### config.mk
export PLATFORM = sky130hd
export DESIGN_NAME = mnist_mlp_weight_loader
export DESIGN_NICKNAME = d
export VERILOG_FILES = /design/src/rtl/mnist_mlp_weight_loader.sv
export SDC_FILE = /design/constraint.sdc
export NUM_CORES = 1
export LEC_CHECK = 0
export ABC_AREA = 1
export BUFFER_PORTS_ARGS = -buffer_cell sky130_fd_sc_hd__buf_2
export CORE_ASPECT_RATIO = 0.9
export CORE_MARGIN = 3
export CORE_UTILIZATION = 50
export DETAILED_ROUTE_END_ITERATION = 8
export GPL_ROUTABILITY_DRIVEN = 0
export PLACE_DENSITY = 0.75
export SLEW_MARGIN = 40
export SYNTH_ARGS = -nofsm -noshare
export SYNTH_HDL_FRONTEND = slang
export SYNTH_SLANG_ARGS = --single-unit
### constraint.sdc
create_clock -name clk -period 2 [get_ports clk]
set_input_delay 0.1 -clock clk [delete_from_list [all_inputs] [get_ports clk]]
set_output_delay 0.1 -clock clk [all_outputs]
set_load 0.005 [all_outputs]
### src/rtl/mnist_mlp_weight_loader.sv
// mnist_mlp_weight_loader: streams fixed-point parameter words into the
// W2/B2/W4/B4/W6/B6 stores through one registered write port.
//
// Handshake: a beat transfers on a rising edge where in_vld && in_rdy.
// in_rdy is combinational: high only in LOAD while abort is low. The loader
// never back-pressures on its own, so throughput is one beat per cycle.
module mnist_mlp_weight_loader #(
  parameter int W_BITS  = 18,
  parameter int IN_DIM  = 784,
  parameter int H1      = 64,
  parameter int H2      = 64,
  parameter int OUT_DIM = 10,
  parameter int BANK_W  = $clog2((((H1 > H2) ? H1 : H2) > OUT_DIM) ? ((H1 > H2) ? H1 : H2) : OUT_DIM),
  parameter int ADDR_W  = $clog2((((IN_DIM > H1) ? IN_DIM : H1) > H2) ? ((IN_DIM > H1) ? IN_DIM : H1) : H2)
) (
  input  logic              clk,
  input  logic              rst,
  input  logic              start,
  input  logic              abort,
  input  logic [W_BITS-1:0] in_dat,
  input  logic              in_vld,
  output logic              in_rdy,
  output logic              wr_en,
  output logic [2:0]        wr_seg,
  output logic [BANK_W-1:0] wr_bank,
  output logic [ADDR_W-1:0] wr_addr,
  output logic [W_BITS-1:0] wr_dat,
  output logic              busy,
  output logic              done,
  output logic [15:0]       beat_cnt,
  output logic [1:0]        dbg_state
);

  typedef enum logic [1:0] {
    S_IDLE = 2'd0,
    S_LOAD = 2'd1,
    S_FIN  = 2'd2
  } state_t;

  localparam logic [2:0] SEG_W2 = 3'd0;
  localparam logic [2:0] SEG_B2 = 3'd1;
  localparam logic [2:0] SEG_W4 = 3'd2;
  localparam logic [2:0] SEG_B4 = 3'd3;
  localparam logic [2:0] SEG_W6 = 3'd4;
  localparam logic [2:0] SEG_B6 = 3'd5;

  localparam logic [ADDR_W-1:0] DEP_IN_M1  = ADDR_W'(IN_DIM - 1);
  localparam logic [ADDR_W-1:0] DEP_H1_M1  = ADDR_W'(H1 - 1);
  localparam logic [ADDR_W-1:0] DEP_H2_M1  = ADDR_W'(H2 - 1);
  localparam logic [ADDR_W-1:0] DEP_OUT_M1 = ADDR_W'(OUT_DIM - 1);
  localparam logic [BANK_W-1:0] BNK_H1_M1  = BANK_W'(H1 - 1);
  localparam logic [BANK_W-1:0] BNK_H2_M1  = BANK_W'(H2 - 1);
  localparam logic [BANK_W-1:0] BNK_OUT_M1 = BANK_W'(OUT_DIM - 1);

  state_t              r_state;
  state_t              w_state_nxt;
  logic [2:0]          r_seg;
  logic [BANK_W-1:0]   r_bank;
  logic [ADDR_W-1:0]   r_addr;
  logic [15:0]         r_beat_cnt;
  logic                r_wr_en;
  logic [2:0]          r_wr_seg;
  logic [BANK_W-1:0]   r_wr_bank;
  logic [ADDR_W-1:0]   r_wr_addr;
  logic [W_BITS-1:0]   r_wr_dat;

  logic [ADDR_W-1:0]   w_depth_m1;
  logic [BANK_W-1:0]   w_banks_m1;
  logic                w_addr_wrap;
  logic                w_bank_wrap;
  logic                w_last;
  logic                w_accept;

  // Geometry of the segment currently being filled (bias segments have one bank).
  always_comb begin
    w_depth_m1 = DEP_OUT_M1;
    w_banks_m1 = '0;
    case (r_seg)
      SEG_W2: begin w_depth_m1 = DEP_IN_M1; w_banks_m1 = BNK_H1_M1;  end
      SEG_B2: begin w_depth_m1 = DEP_H1_M1; w_banks_m1 = '0;         end
      SEG_W4: begin w_depth_m1 = DEP_H1_M1; w_banks_m1 = BNK_H2_M1;  end
      SEG_B4: begin w_depth_m1 = DEP_H2_M1; w_banks_m1 = '0;         end
      SEG_W6: begin w_depth_m1 = DEP_H2_M1; w_banks_m1 = BNK_OUT_M1; end
      SEG_B6: begin w_depth_m1 = DEP_OUT_M1; w_banks_m1 = '0;        end
      default: begin w_depth_m1 = DEP_OUT_M1; w_banks_m1 = '0;       end
    endcase
  end

  assign in_rdy      = (r_state == S_LOAD) && !abort;
  assign w_accept    = in_vld && in_rdy;
  assign w_addr_wrap = (r_addr == w_depth_m1);
  assign w_bank_wrap = (r_bank == w_banks_m1);
  assign w_last      = (r_seg == SEG_B6) && w_addr_wrap;

  // State register.
  always_ff @(posedge clk or negedge rst) begin
    if (!rst) r_state <= S_IDLE;
    else      r_state <= w_state_nxt;
  end

  // Next-state: abort wins over completion; FIN lasts exactly one cycle.
  always_comb begin
    w_state_nxt = r_state;
    case (r_state)
      S_IDLE:  if (start) w_state_nxt = S_LOAD;
      S_LOAD: begin
        if (abort)                    w_state_nxt = S_IDLE;
        else if (w_accept && w_last)  w_state_nxt = S_FIN;
      end
      S_FIN:   w_state_nxt = S_IDLE;
      default: w_state_nxt = S_IDLE;
    endcase
  end

  // Position counters: cleared on start, advanced bank-major on each beat.
  always_ff @(posedge clk or negedge rst) begin
    if (!rst) begin
      r_seg      <= '0;
      r_bank     <= '0;
      r_addr     <= '0;
      r_beat_cnt <= '0;
    end else if (r_state == S_IDLE && start) begin
      r_seg      <= '0;
      r_bank     <= '0;
      r_addr     <= '0;
      r_beat_cnt <= '0;
    end else if (w_accept) begin
      if (r_beat_cnt != 16'hFFFF) r_beat_cnt <= r_beat_cnt + 16'd1;
      if (w_addr_wrap) begin
        r_addr <= '0;
        if (w_bank_wrap) begin
          r_bank <= '0;
          r_seg  <= r_seg + 3'd1;
        end else begin
          r_bank <= r_bank + 1'b1;
        end
      end else begin
        r_addr <= r_addr + 1'b1;
      end
    end
  end

  // Registered write port: one write per accepted beat, one cycle later.
  always_ff @(posedge clk or negedge rst) begin
    if (!rst) begin
      r_wr_en   <= 1'b0;
      r_wr_seg  <= '0;
      r_wr_bank <= '0;
      r_wr_addr <= '0;
      r_wr_dat  <= '0;
    end else begin
      r_wr_en <= w_accept;
      if (w_accept) begin
        r_wr_seg  <= r_seg;
        r_wr_bank <= r_bank;
        r_wr_addr <= r_addr;
        r_wr_dat  <= in_dat;
      end
    end
  end

  assign wr_en     = r_wr_en;
  assign wr_seg    = r_wr_seg;
  assign wr_bank   = r_wr_bank;
  assign wr_addr   = r_wr_addr;
  assign wr_dat    = r_wr_dat;
  assign busy      = (r_state == S_LOAD);
  assign done      = (r_state == S_FIN);
  assign beat_cnt  = r_beat_cnt;
  assign dbg_state = r_state;

endmodule

# Word-level counts from Yosys, hierarchy flattened
# Index checks and enable logic that the tools add are counted.
[classes]
n_reduce_logical = 18
muxes = 20
n_eq_ne = 12
addsub = 4
[op_table]
columns = ["operator", "count"]
rows = [
  ["16-bit two-way mux", 3],
  ["10-bit two-way mux", 3],
  ["6-bit two-way mux", 4],
  ["10-bit case mux with 2 select lines", 1],
  ["16-bit by 1-bit adder with 16-bit output, second input constant", 1],
  ["16-bit inequality test, second input constant", 1],
  ["3-bit two-way mux", 4],
  ["6-bit case mux with 2 select lines", 1],
  ["10-bit by 1-bit adder with 10-bit output, second input constant", 1],
  ["10-bit equality test", 1],
  ["2-bit nonzero test", 4],
  ["6-bit by 1-bit adder with 6-bit output, second input constant", 1],
  ["3-bit by 2-bit equality test with 1-bit output, second input constant", 2],
  ["3-bit equality test, second input constant", 2],
  ["6-bit equality test", 1],
  ["2-bit two-way mux", 3],
  ["2-bit AND reduction", 3],
  ["1-bit logical AND", 5],
  ["2-bit case mux with 2 select lines", 1],
  ["4-bit OR reduction", 1],
  ["3-bit by 1-bit adder with 3-bit output, second input constant", 1],
  ["3-bit by 1-bit equality test with 1-bit output, second input constant", 1],
  ["3-bit logical NOT", 1],
  ["3-bit by 2-bit inequality test with 1-bit output, second input constant", 1],
  ["7 further kinds", 7],
]
[word_totals]
out_inout_bits = 59
reg_bits = 75
elab_cells = 64

# Depth between registers and ports, before layout
[depth]
word_depth = 9
ltp_mapped = 13

# Worst setup path after synthesis
# OpenSTA, ideal clock, no wires.
[synth_path]
path_kind = "reg2reg"
startpoint = "register r_seg[0]"
endpoint = "register r_bank[0]"
synth_period_minus_slack_ns = 1.661
setup_slack_ns = 0.339
arrival_ns = 1.544
setup_ns = 0.117
path_buffers = 1
stages_incl_launch_ff = 14
path_cell_list = "dfrtp_1 -> inv_1 -> ha_1 -> inv_1 -> nand2_4 -> nand2_4 -> nand2_1 -> nand2_1 -> nand2_2 -> nand2_4 -> nand2_8 -> buf_12 -> nand3_2 -> nand2_1"
[synth_via]
elab_chain_cells = 8
elab_cells_between_ends = 17
classes_between = "eq/ne (6); mux (6); reduce/logical (5)"
[synth_rtl]
columns = ["item", "line_no", "source"]
rows = [
  ["start, declared", "57", "logic [2:0] r_seg;"],
  ["start signal, assigned", "133", "r_seg <= r_seg + 3'd1;"],
  ["3-bit by 2-bit equality test with 1-bit output / 3-bit logical NOT (equally long branches)", "78", "case (r_seg)"],
  ["2-bit OR reduction (no source line)", "-", ""],
  ["6-bit case mux with 2 select lines", "78", ""],
  ["6-bit equality test", "92", "assign w_bank_wrap = (r_bank == w_banks_m1);"],
  ["6-bit two-way mux", "131", "if (w_bank_wrap) begin"],
  ["6-bit two-way mux", "129", "if (w_addr_wrap) begin"],
  ["6-bit two-way mux", "127", "end else if (w_accept) begin"],
  ["6-bit two-way mux", "122", "end else if (r_state == S_IDLE && start) begin"],
  ["end signal, assigned", "135", "r_bank <= r_bank + 1'b1;"],
  ["end, declared", "58", "logic [BANK_W-1:0] r_bank;"],
]
# Several ways; a longest one is shown, not always the timed one. The select of a mux whose other input is x is not followed.
# A chain may end at the register's enable or synchronous reset.

# Final worst setup path
[layout_path]
startpoint = "register r_seg[1]"
endpoint = "register r_bank[3]"
# The elaborated chain is that of the path after synthesis.

==> results.toml <==
[status]
status = "finished clean"

[route]
dr.first_iter.drc_count = 201
route.detailed.drc = 0
avgRoutedWirePerCell_um = 13.4
wirelength_um = 9400
vias = 3577
drt_pass1_iterations = 4
vias_per_cell = 5.09
ant_nets = 0

[sta]
finalSetupTns_ps = 0
slew_violations = 0
fin_skew_ps = 11.3
clock.fmax_mhz = 559
slew_headroom_pct = 72.8
timing.final.crit_period_ps = 1790
final.setup.worst_slack_ps = 210
final_hold_viol_count = 0
setup_violations = 0
worstMarginPinSlew_ps = 407
finalCritPeriodShare_pct = 89.5
rsz0062_at_grt = "no"

[worst_setup_path]
crit_type = "reg -> reg"
path_cells = "inv_1 > ha_1 > nand2_2 > nand2_1 > nand3_2 > a21oi_4 > nand2_4 > nand2_8 > nand2_2 > nand2_1 > nand2_1"
start_kind = "flip-flop"
critPathSlowestCell = "dfrtp_1"
worst-path-max-fanout = 15
cp-end-kind = "flip-flop"
cpPeakStageDelay_ps = 420
crit_arrival_ps = 2030
crit_path_frequent_cell = "nand2_1"
crit_required_ps = 2240

[floorplanning]
core_area_sq_um = 7660
die_w_um = 100
fp.dieArea_sq_um = 9150
boundaryPins = 82
rows = 30
initial_utilization_pct = 52.5
fp.dieH_um = 91.0

[yosys]
synthCells = 500
synth.area.top_cells = "dfrtp_1, nand2_1, nand3_1"
synth-seq-area-share_pct = 46.7
ys_types = 36
synth_seq_cells = 75
yosys_warnings = 0
syn_area_per_cell_sq_um = 8.04
syn-num-nets = 531
synth_top_area_share_pct = 46.7
synth_top_area_cell = "dfrtp_1"
netlist_area_sq_um = 4020

[global_route]
grt_pass1_vias = 3526
grt-ovfl-total = 0
grt_pass1_wl_um = 16000
grtUsageTotal_pct = 21.6
antenna_found_initial = 0
grt_max_degree = 30

[placed_design]
numPortBuffers = 81
dpl.cell_count = 669
dp_hpwl_um = 6740
pre_cts_ws_ps = 227

[clock_tree]
cts_setup_buffers = 0
cts_tree = "built"
cts_hold_buf = 19
clk_pin_slew_worst_paths_ps = 80
cts_root_buf = "clkbuf_8"
cts_resized = 0
cts.sink_count = 75
clk_latency_ps = 350
cts.path.max_buffers = 2
cts_made_buffers = 9
htreeDepth = 3

[finish]
fin_cells = 703
layout_commonest_cell = "nand2_1"
drive_above_1_share_pct = 24.2
layout_common_cells = "nand2_1, buf_2, dfrtp_1"
syn2layout_area_growth_pct = 21.7
fin_nets = 634
diodes = 0

[power]
cellLeakagePower_nw = 2.64
vdd_drop_max_v = 0.000406
power.density_nw_per_um2 = 936

[flow_run]
max_cap_violations = 0

[hold_path]
hold_class = "in -> async"
report_power, final:
group / total (mW) / leakage, nW / switching, mW / internal, mW
combinational: 1.39 / 1.54 / 0.824 / 0.565
sequential: 2.04 / 1.00 / 0.259 / 1.78
clock: 1.15 / 0.0877 / 0.580 / 0.571
kinds of logic after synthesis:
kind of cell,after synthesis,synth area share [%]
AOI/OAI and AO/OA,37,5.73
xor gates and xnor gates,17,3.71
adders and majority gates,8,2.49
buffers and inverters,61,7.01
DFF,75,46.7
and+or+nand+nor,302,34.4
through the flow:
step,hold WS (ps),cell area (sq um),power (mW),util [%]
after global placement,49.1,4510,3.36,58.9
final,210,4890,4.58,63.9
after floorplan,-196,4020,2.95,-
after detailed placement,64.3,4510,3.44,58.9
after CTS,188,4890,4.62,63.9
after global routing,231,4890,4.92,63.9
routing by layer:
metal / track usage, % / share of wire [%] / routed length [um]
met5: 0 / 0 / 0
met4: 4.60 / 0.40 / 38
met3: 5.15 / 4.0 / 379
met2: 36.5 / 49 / 4630
met1: 28.2 / 46 / 4350
worst paths after layout:
path | start | end | slack (ps) | depth (start not counted)
worst max-delay path | r_seg[1] | r_bank[3] | 210 | 11
worst min-delay path | rst | r_addr[4] | 210 | 2
worst max register to register | r_seg[1] | r_bank[3] | 210 | 11
worst min register to register | wr_dat[10] | wr_dat[10] | 480 | 2
max in group asynchronous | rst | wr_bank[5] | 1130 | 3
min in group clk | abort | dbg_state[0] | 210 | 6
cell usage after synthesis, drive strengths merged:
library cell	count
a21oi	6
a31o	2
and2	1
buf	14
clkbuf	6
clkinv	2
dfrtp	75
ha	8
inv	39
nand2	206
nand3	38
nand4	16
nor2	35
nor3	6
o211ai	1
o21ai	26
o21bai	1
o31ai	1
xnor2	2
xor2	15
final cells by class:
cell class / count / area (sq um)
Timing Repair Buffer: 112 / 688
Inverter: 41 / 155
Clock buffer: 9 / 124
Clock inverter: 6 / 66.3
Tap cell: 96 / 120
Fill cell: 658 / 2770
Multi-Input combinational cell: 364 / 1860
Sequential cell: 75 / 1880
critical path, delay by kind of cell (launching register included):
family / cells / cell delay, ps
simple gates: 8 / 760
flops: 1 / 420
fa+ha+maj: 1 / 220
compound gates: 1 / 150
buf+inv: 1 / 130
sequential cells by signal, summed over array words and instances (netlist names):
register,count
dbg_state,2
wr_addr,10
wr_seg,3
r_addr,10
wr_dat,18
r_seg,3
beat_cnt,16
r_bank,6
wr_bank,6
wr_en,1
Note: power is estimated with default switching activity, not from simulation.
